**src/rtl/motor_pkg.sv**
```systemverilog
// Shared motor-drive types and helpers: FSM state encoding, PWM resolution, command clamp.
// Latency: n/a (declarations only).
// Backpressure: n/a.
package motor_pkg;

  // Operating states of the PWM driver.
  typedef enum logic [1:0] {
    IDLE    = 2'd0,
    RUN     = 2'd1,
    TIMEOUT = 2'd2
  } motor_state_e;

  // PWM resolution: 512 counts per period, duty expressed in counts.
  localparam int PWM_BITS = 9;
  localparam int DUTY_MAX = 511;

  // Signed command to duty counts. Negative commands mean "no drive";
  // the signed 10-bit range tops out at 511, so positive values pass as-is.
  function automatic logic [PWM_BITS-1:0] clamp_duty(input logic signed [PWM_BITS:0] cmd);
    if (cmd[PWM_BITS]) begin
      return '0;
    end
    return cmd[PWM_BITS-1:0];
  endfunction

endpackage

```
**src/rtl/pwm_timebase.sv**
```systemverilog
// PWM timebase: prescaler, 9-bit period counter, period boundary and period_start.
// Latency: boundary is combinational in the last clk of a period; counters restart at 0 after it.
// Backpressure: none; counters free-run while run=1 and are held at 0 while run=0.
//
// Ports:
//   clk, reset_n   clock, async active-low reset
//   run            advance counters (0 holds both counters at 0)
//   pwm_cnt        current PWM count 0..511
//   boundary       high in the clk whose edge wraps pwm_cnt 511->0
//   period_start   high in the first clk of each period (pwm_cnt=0, prescaler=0)
module pwm_timebase
  import motor_pkg::*;
#(
  parameter int PRESCALE = 98
) (
  input  logic                clk,
  input  logic                reset_n,
  input  logic                run,
  output logic [PWM_BITS-1:0] pwm_cnt,
  output logic                boundary,
  output logic                period_start
);

  localparam int                PRE_W    = (PRESCALE > 1) ? $clog2(PRESCALE) : 1;
  localparam logic [PRE_W-1:0]  PRE_LAST = PRE_W'(PRESCALE - 1);
  localparam logic [PWM_BITS-1:0] CNT_LAST = PWM_BITS'(DUTY_MAX);

  logic [PRE_W-1:0] pre_q;
  logic             tick;

  assign tick         = run && (pre_q == PRE_LAST);
  assign boundary     = tick && (pwm_cnt == CNT_LAST);
  assign period_start = run && (pre_q == '0) && (pwm_cnt == '0);

  always_ff @(posedge clk or negedge reset_n) begin
    if (!reset_n) begin
      pre_q   <= '0;
      pwm_cnt <= '0;
    end else if (!run) begin
      pre_q   <= '0;
      pwm_cnt <= '0;
    end else if (tick) begin
      pre_q   <= '0;
      pwm_cnt <= pwm_cnt + PWM_BITS'(1);  // wraps 511 -> 0 naturally
    end else begin
      pre_q   <= pre_q + PRE_W'(1);
    end
  end

endmodule

```
**src/rtl/motor_pwm_driver.sv**
```systemverilog
// Motor PWM driver: signed duty command -> slew-limited, watchdog-guarded fixed-frequency PWM.
// Latency: command -> target 1 clk; target -> duty_active at next period boundary; pwm_out lags pwm_cnt by 1 clk.
// Backpressure: none; cmd_valid is a strobe that is always accepted outside IDLE.
//
// Ports:
//   clk, reset_n   clock, async active-low reset
//   enable         0 forces IDLE (motor off, duty cleared without slewing)
//   cmd_valid      single-cycle strobe qualifying duty_cmd; also feeds the watchdog
//   duty_cmd       signed 10-bit requested duty
//   pwm_out        registered PWM waveform
//   duty_active    duty applied in the current period, 0..511
//   period_start   one-clk pulse at the first clk of each period
//   timed_out      high while the command watchdog has expired
module motor_pwm_driver
  import motor_pkg::*;
#(
  parameter int PRESCALE        = 98,
  parameter int SLEW_STEP       = 16,
  parameter int TIMEOUT_PERIODS = 100
) (
  input  logic                       clk,
  input  logic                       reset_n,
  input  logic                       enable,
  input  logic                       cmd_valid,
  input  logic signed [PWM_BITS:0]   duty_cmd,
  output logic                       pwm_out,
  output logic [PWM_BITS-1:0]        duty_active,
  output logic                       period_start,
  output logic                       timed_out
);

  localparam int                  DW       = PWM_BITS + 1;
  localparam logic [DW-1:0]       SLEW     = DW'(SLEW_STEP);
  localparam logic [PWM_BITS-1:0] SLEW9    = PWM_BITS'(SLEW_STEP);
  localparam bit                  NO_LIMIT = (SLEW_STEP == 0);
  localparam logic [9:0]          WD_LIMIT = 10'(TIMEOUT_PERIODS);

  motor_state_e          state_q, state_d;
  logic [PWM_BITS-1:0]   target_q;
  logic [PWM_BITS-1:0]   active_q;
  logic [PWM_BITS-1:0]   slewed;
  logic [9:0]            wd_q;
  logic                  pwm_q;
  logic                  run;
  logic [PWM_BITS-1:0]   pwm_cnt;
  logic                  boundary;

  pwm_timebase #(
    .PRESCALE (PRESCALE)
  ) u_timebase (
    .clk          (clk),
    .reset_n      (reset_n),
    .run          (run),
    .pwm_cnt      (pwm_cnt),
    .boundary     (boundary),
    .period_start (period_start)
  );

  // ---------------- FSM: state register ----------------
  always_ff @(posedge clk or negedge reset_n) begin
    if (!reset_n) begin
      state_q <= IDLE;
    end else begin
      state_q <= state_d;
    end
  end

  // ---------------- FSM: next state ----------------
  // A command arriving on the boundary that would expire the watchdog keeps us in RUN.
  always_comb begin
    state_d = state_q;
    if (!enable) begin
      state_d = IDLE;
    end else begin
      case (state_q)
        IDLE:    state_d = RUN;
        RUN:     if (!cmd_valid && boundary && (wd_q >= WD_LIMIT - 10'd1)) state_d = TIMEOUT;
        TIMEOUT: if (cmd_valid) state_d = RUN;
        default: state_d = IDLE;
      endcase
    end
  end

  // ---------------- FSM: outputs ----------------
  always_comb begin
    run       = (state_q != IDLE);
    timed_out = (state_q == TIMEOUT);
  end

  // Next duty after one slew step toward target. Sums are formed one bit
  // wider so active+step can never wrap past 511 before being compared.
  always_comb begin
    slewed = active_q;
    if (target_q > active_q) begin
      if (NO_LIMIT || ({1'b0, active_q} + SLEW >= {1'b0, target_q})) begin
        slewed = target_q;
      end else begin
        slewed = active_q + SLEW9;
      end
    end else if (target_q < active_q) begin
      if (NO_LIMIT || ({1'b0, target_q} + SLEW >= {1'b0, active_q})) begin
        slewed = target_q;
      end else begin
        slewed = active_q - SLEW9;
      end
    end
  end

  // Target, applied duty, watchdog and PWM output register.
  // Leaving or sitting in IDLE clears everything at once, with no ramp-down.
  always_ff @(posedge clk or negedge reset_n) begin
    if (!reset_n) begin
      target_q <= '0;
      active_q <= '0;
      wd_q     <= '0;
      pwm_q    <= 1'b0;
    end else begin
      pwm_q <= run && (pwm_cnt < active_q);
      if ((state_q == IDLE) || (state_d == IDLE)) begin
        target_q <= '0;
        active_q <= '0;
        wd_q     <= '0;
      end else begin
        if (cmd_valid) begin
          target_q <= clamp_duty(duty_cmd);
        end else if (state_d == TIMEOUT) begin
          target_q <= '0;
        end
        // Duty only moves at the boundary, so a period is never altered mid-way.
        if (boundary) begin
          active_q <= slewed;
        end
        if (cmd_valid) begin
          wd_q <= '0;
        end else if (boundary && (wd_q != WD_LIMIT)) begin
          wd_q <= wd_q + 10'd1;
        end
      end
    end
  end

  assign pwm_out     = pwm_q;
  assign duty_active = active_q;

endmodule

```
**config.mk**
```make
export PLATFORM = sky130hd
export DESIGN_NAME = motor_pwm_driver
export DESIGN_NICKNAME = d
export VERILOG_FILES = /design/src/rtl/motor_pkg.sv /design/src/rtl/pwm_timebase.sv /design/src/rtl/motor_pwm_driver.sv
export SDC_FILE = /design/constraint.sdc
export NUM_CORES = 1
export LEC_CHECK = 0
export ABC_AREA = 0
export BUFFER_PORTS_ARGS = -buffer_cell sky130_fd_sc_hd__buf_2
export CAP_MARGIN = 20
export CORE_MARGIN = 2
export CORE_UTILIZATION = 40
export CTS_BUF_LIST = sky130_fd_sc_hd__clkbuf_16
export DETAILED_ROUTE_END_ITERATION = 10
export GPL_TIMING_DRIVEN = 0
export PLACE_DENSITY = 0.68
export SETUP_SLACK_MARGIN = 0.15
export SYNTH_ARGS = -nofsm -noshare
export SYNTH_HDL_FRONTEND = slang
export SYNTH_SLANG_ARGS = --single-unit
```
**constraint.sdc**
```tcl
create_clock -name clk -period 3.7 [get_ports clk]
set_clock_uncertainty 0.15 [all_clocks]
set_input_delay 0.185 -clock clk [delete_from_list [all_inputs] [get_ports clk]]
set_output_delay 0.185 -clock clk [all_outputs]
set_load 0.1 [all_outputs]
```
==> results.md <==
* Antenna violations before repair at 0
* #FFs+latches synth at 47
* Worst slew margin at 51.02%
* Post-Route WL at 7384 um
* Die Wd at 94.82 um
* Gr usage total at 17.90%
* Crit path time final at 3.116 ns
* CP max stage delay at 0.47 ns
* Data required time of the worst path at 3.70 ns
* CP top delay family: compound AO/OA/AOI/OAI gates
* Clk_lat worst skew at 0.28 ns
* Area growth from synthesis to layout at 16.61%
* EDFF count, synth at 0
* Clk buf depth at 2
* ANT cells at 0
* Critical path, cell by cell: inv_1 -> nor2_1 -> or2_2 -> ha_1 -> o2111ai_1 -> a21oi_1 -> o31a_1 -> or3_1 -> buf_6 -> a31oi_4 -> a31oi_1
* Pwr dens at 298.4 nW/um^2
* WL met3 at 322 um
* Sequential power share at 45.9%
* Starting Density at 40.77%
* Mapped Cells at 347
* Arr. time, crit path at 3.12 ns
* First-pass GRT wire length at 12740 um
* Iter 0 DRT Violations at 147
* Warnings, synthesis at 0
* IO Port Bufs at 25
* Critical path startpoint category: register
* RSZ-0062 raised after global routing: false
* CTS tree: done
* Fin. Hold Viols at 0
* Synth top area share at 35.65%
* Syn Std Cell Area at 3299 um^2
* Max Clk Rate at 320.9 MHz
* Max-slew violation count at 0
* TritonCTS Buffers at 5
* Core Footprint at 8093 um^2
* Dpl hpwl at 5477 um
* Pleak at 0.001704 uW
* Top cells by area, synth: dfrtp_1 36%, ha_1 16%, nor2_1 4.0%, xor2_1 3.7%, xnor2_1 3.2%
* Util after Layout at 47.54%
* # DRC at 0
* Routed wl met2 at 3581 um
* H-tree levels at 2
* Yosys top cell by area: dfrtp_1
* Max IR drop VDD at 187.9 uV
* Setup TNS at 0 ns
* FP Rows at 33
* CTS resizes at 0
* Clock group share of total power at 43.7%
* Filler cells at 803
* Final Cycle Share at 84.22%
* Sw power at 266.0 uW
* Most frequent cell after synthesis: dfrtp_1
* Max-cap viol count at 0
* Endpoint type of the worst setup path: register
* Slowest cell on the critical path: dfrtp_1
* DR WL/cell at 14.86 um
* Gr ovfl total at 0
* Ys async rst share at 100.0%
* Drt first pass iters at 4
* Number of global-route vias before repair at 2623
* Top cells by instance count after synthesis: 47 x dfrtp_1, 41 x ha_1, 35 x nor2_1
* Logic pwr share at 10.4%
* Internal power at 882.1 uW
* Syn_nets at 402
* Remaining antenna violation count at 0
* Switching Share at 23.17%
* CP Launch Point: duty_active[6]
* Number of clock sinks at 47
* Outcome: finished clean
* CTS Root Cell: clkbuf_16
* Layout net count at 446
* Clock Pin Slew Worst Setup and Hold Paths at 0.06 ns
* Min-delay src: enable
* Worst-path fanout max at 8
* Overall power at 1148 uW
* Layout cell share with drive strength beyond 1 at 13.27%
* Top FF cell, synth: dfrtp_1
* Least-Margin Pin Slew at 0.7298 ns
* Crit Path Class: register to register
* Die Ht at 94.82 um
* Synthesized area per cell at 9.508 um^2
* Vias per cell at 5.372
* Vias at 2670
* DIE AREA at 8991 um^2
* Reg2reg start: duty_active[6]
* Sequential area share after synthesis at 35.65%
* I/O Pins at 26
* Pin count of the biggest net entering global routing at 48
* Hold Crit Class: input port to register
* # setup viols final at 0
* Worst Path Buf+Inv at 2
* Distinct cells, synth at 51
* Routability cong. at 0.9128
* Met1 Wirelength at 3421 um
* DR top layer: met4
==> final timing paths <==
| kind | depth (start not counted) | to | slack, ns |
|---|---|---|---|
| worst min register to register | 1 | u_timebase.pre_q[0] | 0.38 |
| worst min-delay path | 2 | state_q[1] | 0.04 |
| max in group asynchronous | 3 | u_timebase.pwm_cnt[1] | 2.75 |
| min in group asynchronous | 2 | wd_q[0] | 0.17 |
| worst max-delay path | 11 | duty_active[6] | 0.58 |
| worst max register to register | 11 | duty_active[6] | 0.58 |
==> power groups by stage <==
| stage | Clock [uW] | Combinational [uW] | Sequential, uW |
|---|---|---|---|
| after floorplan | 0 | 75.3 | 534 |
| after CTS | 512 | 117 | 526 |
| final | 502 | 119 | 527 |
| after global placement | 0 | 108 | 536 |
| after global routing | 531 | 131 | 527 |
| after detailed placement | 0 | 109 | 536 |
==> logic make-up (layout without fill, tap and decap cells) <==
| logic type | Yosys count | count (layout) | share of synthesized area [%] |
|---|---|---|---|
| AND/OR/NAND/NOR | 122 | 122 | 20.29 |
| multiplexers | 3 | 3 | 0.9102 |
| buffers and inverters | 36 | 81 | 4.437 |
| XOR/XNOR | 26 | 26 | 6.902 |
| flip-flops | 47 | 47 | 35.65 |
| AO/OA/AOI/OAI | 72 | 72 | 16.27 |
| adder cells (fa/ha/maj) | 41 | 41 | 15.55 |
==> flip-flops by register name, indices dropped and copies added (netlist names) <==
name	flops
wd_q	10
duty_active	9
target_q	9
u_timebase.pwm_cnt	9
u_timebase.pre_q	7
state_q	2
pwm_out	1
==> cell type report <==
type                       count  area (um^2)  area share, %
inverter                      27        101.3          2.634
clock inverter                 3        38.79          1.008
multi-input combinational    264         1977          51.38
buffer                         9        45.04          1.171
sequential                    47         1176          30.57
clock buffer                   5        125.1          3.252
tap                          105        131.4          3.415
timing repair buffer          37        252.7          6.569
==> cell usage in the layout, fill, tap and decap left out, drive strengths merged, types with 4 or more instances in the layout <==
cell and count:
dfrtp 47, ha 41, nor2 35, buf 30
inv 27, nand3 16, nand4 14, xor2 14
nand2 13, a21oi 13, xnor2 12, nor3 12
o21ai 12, clkbuf 11, dlygate4sd3 10, a22o 9
nor2b 8, o31ai 7, o211ai 6, a31oi 6
a21o 5, o21a 5, or3 5, and3 4
==> through the flow <==
stage | area, um^2 | cells | hold slack [ns] | worst slack [ns]
final | 3847 | 497 | 0.04260 | 0.5840
after global routing | 3847 | 497 | 0.04613 | 0.4022
after CTS | 3820 | 495 | 0.03664 | 0.5773
after detailed placement | 3556 | 477 | 0.2586 | 0.6049
after global placement | 3556 | 477 | 0.2503 | 0.6474
after floorplan | 3299 | 347 | -0.2606 | 0.1589
==> what timing repair did <==
| action | 4_1_cts | 5_1_grt |
|---|---|---|
| hold endpoints to repair | 56 | 0 |
| endpoints found under the setup margin | 0 | 0 |
| hold buffers | 10 | 0 |
| buffers inserted | 0 | 0 |
==> layer usage <==
metal | GRT usage (%) | up-vias
met5 | 0 | -
met4 | 3.382 | 0
met3 | 2.314 | 7
met2 | 31.15 | 57
met1 | 23.96 | 1273
li1 | - | 1333
No activity file was read; power rests on OpenSTA's default activity.
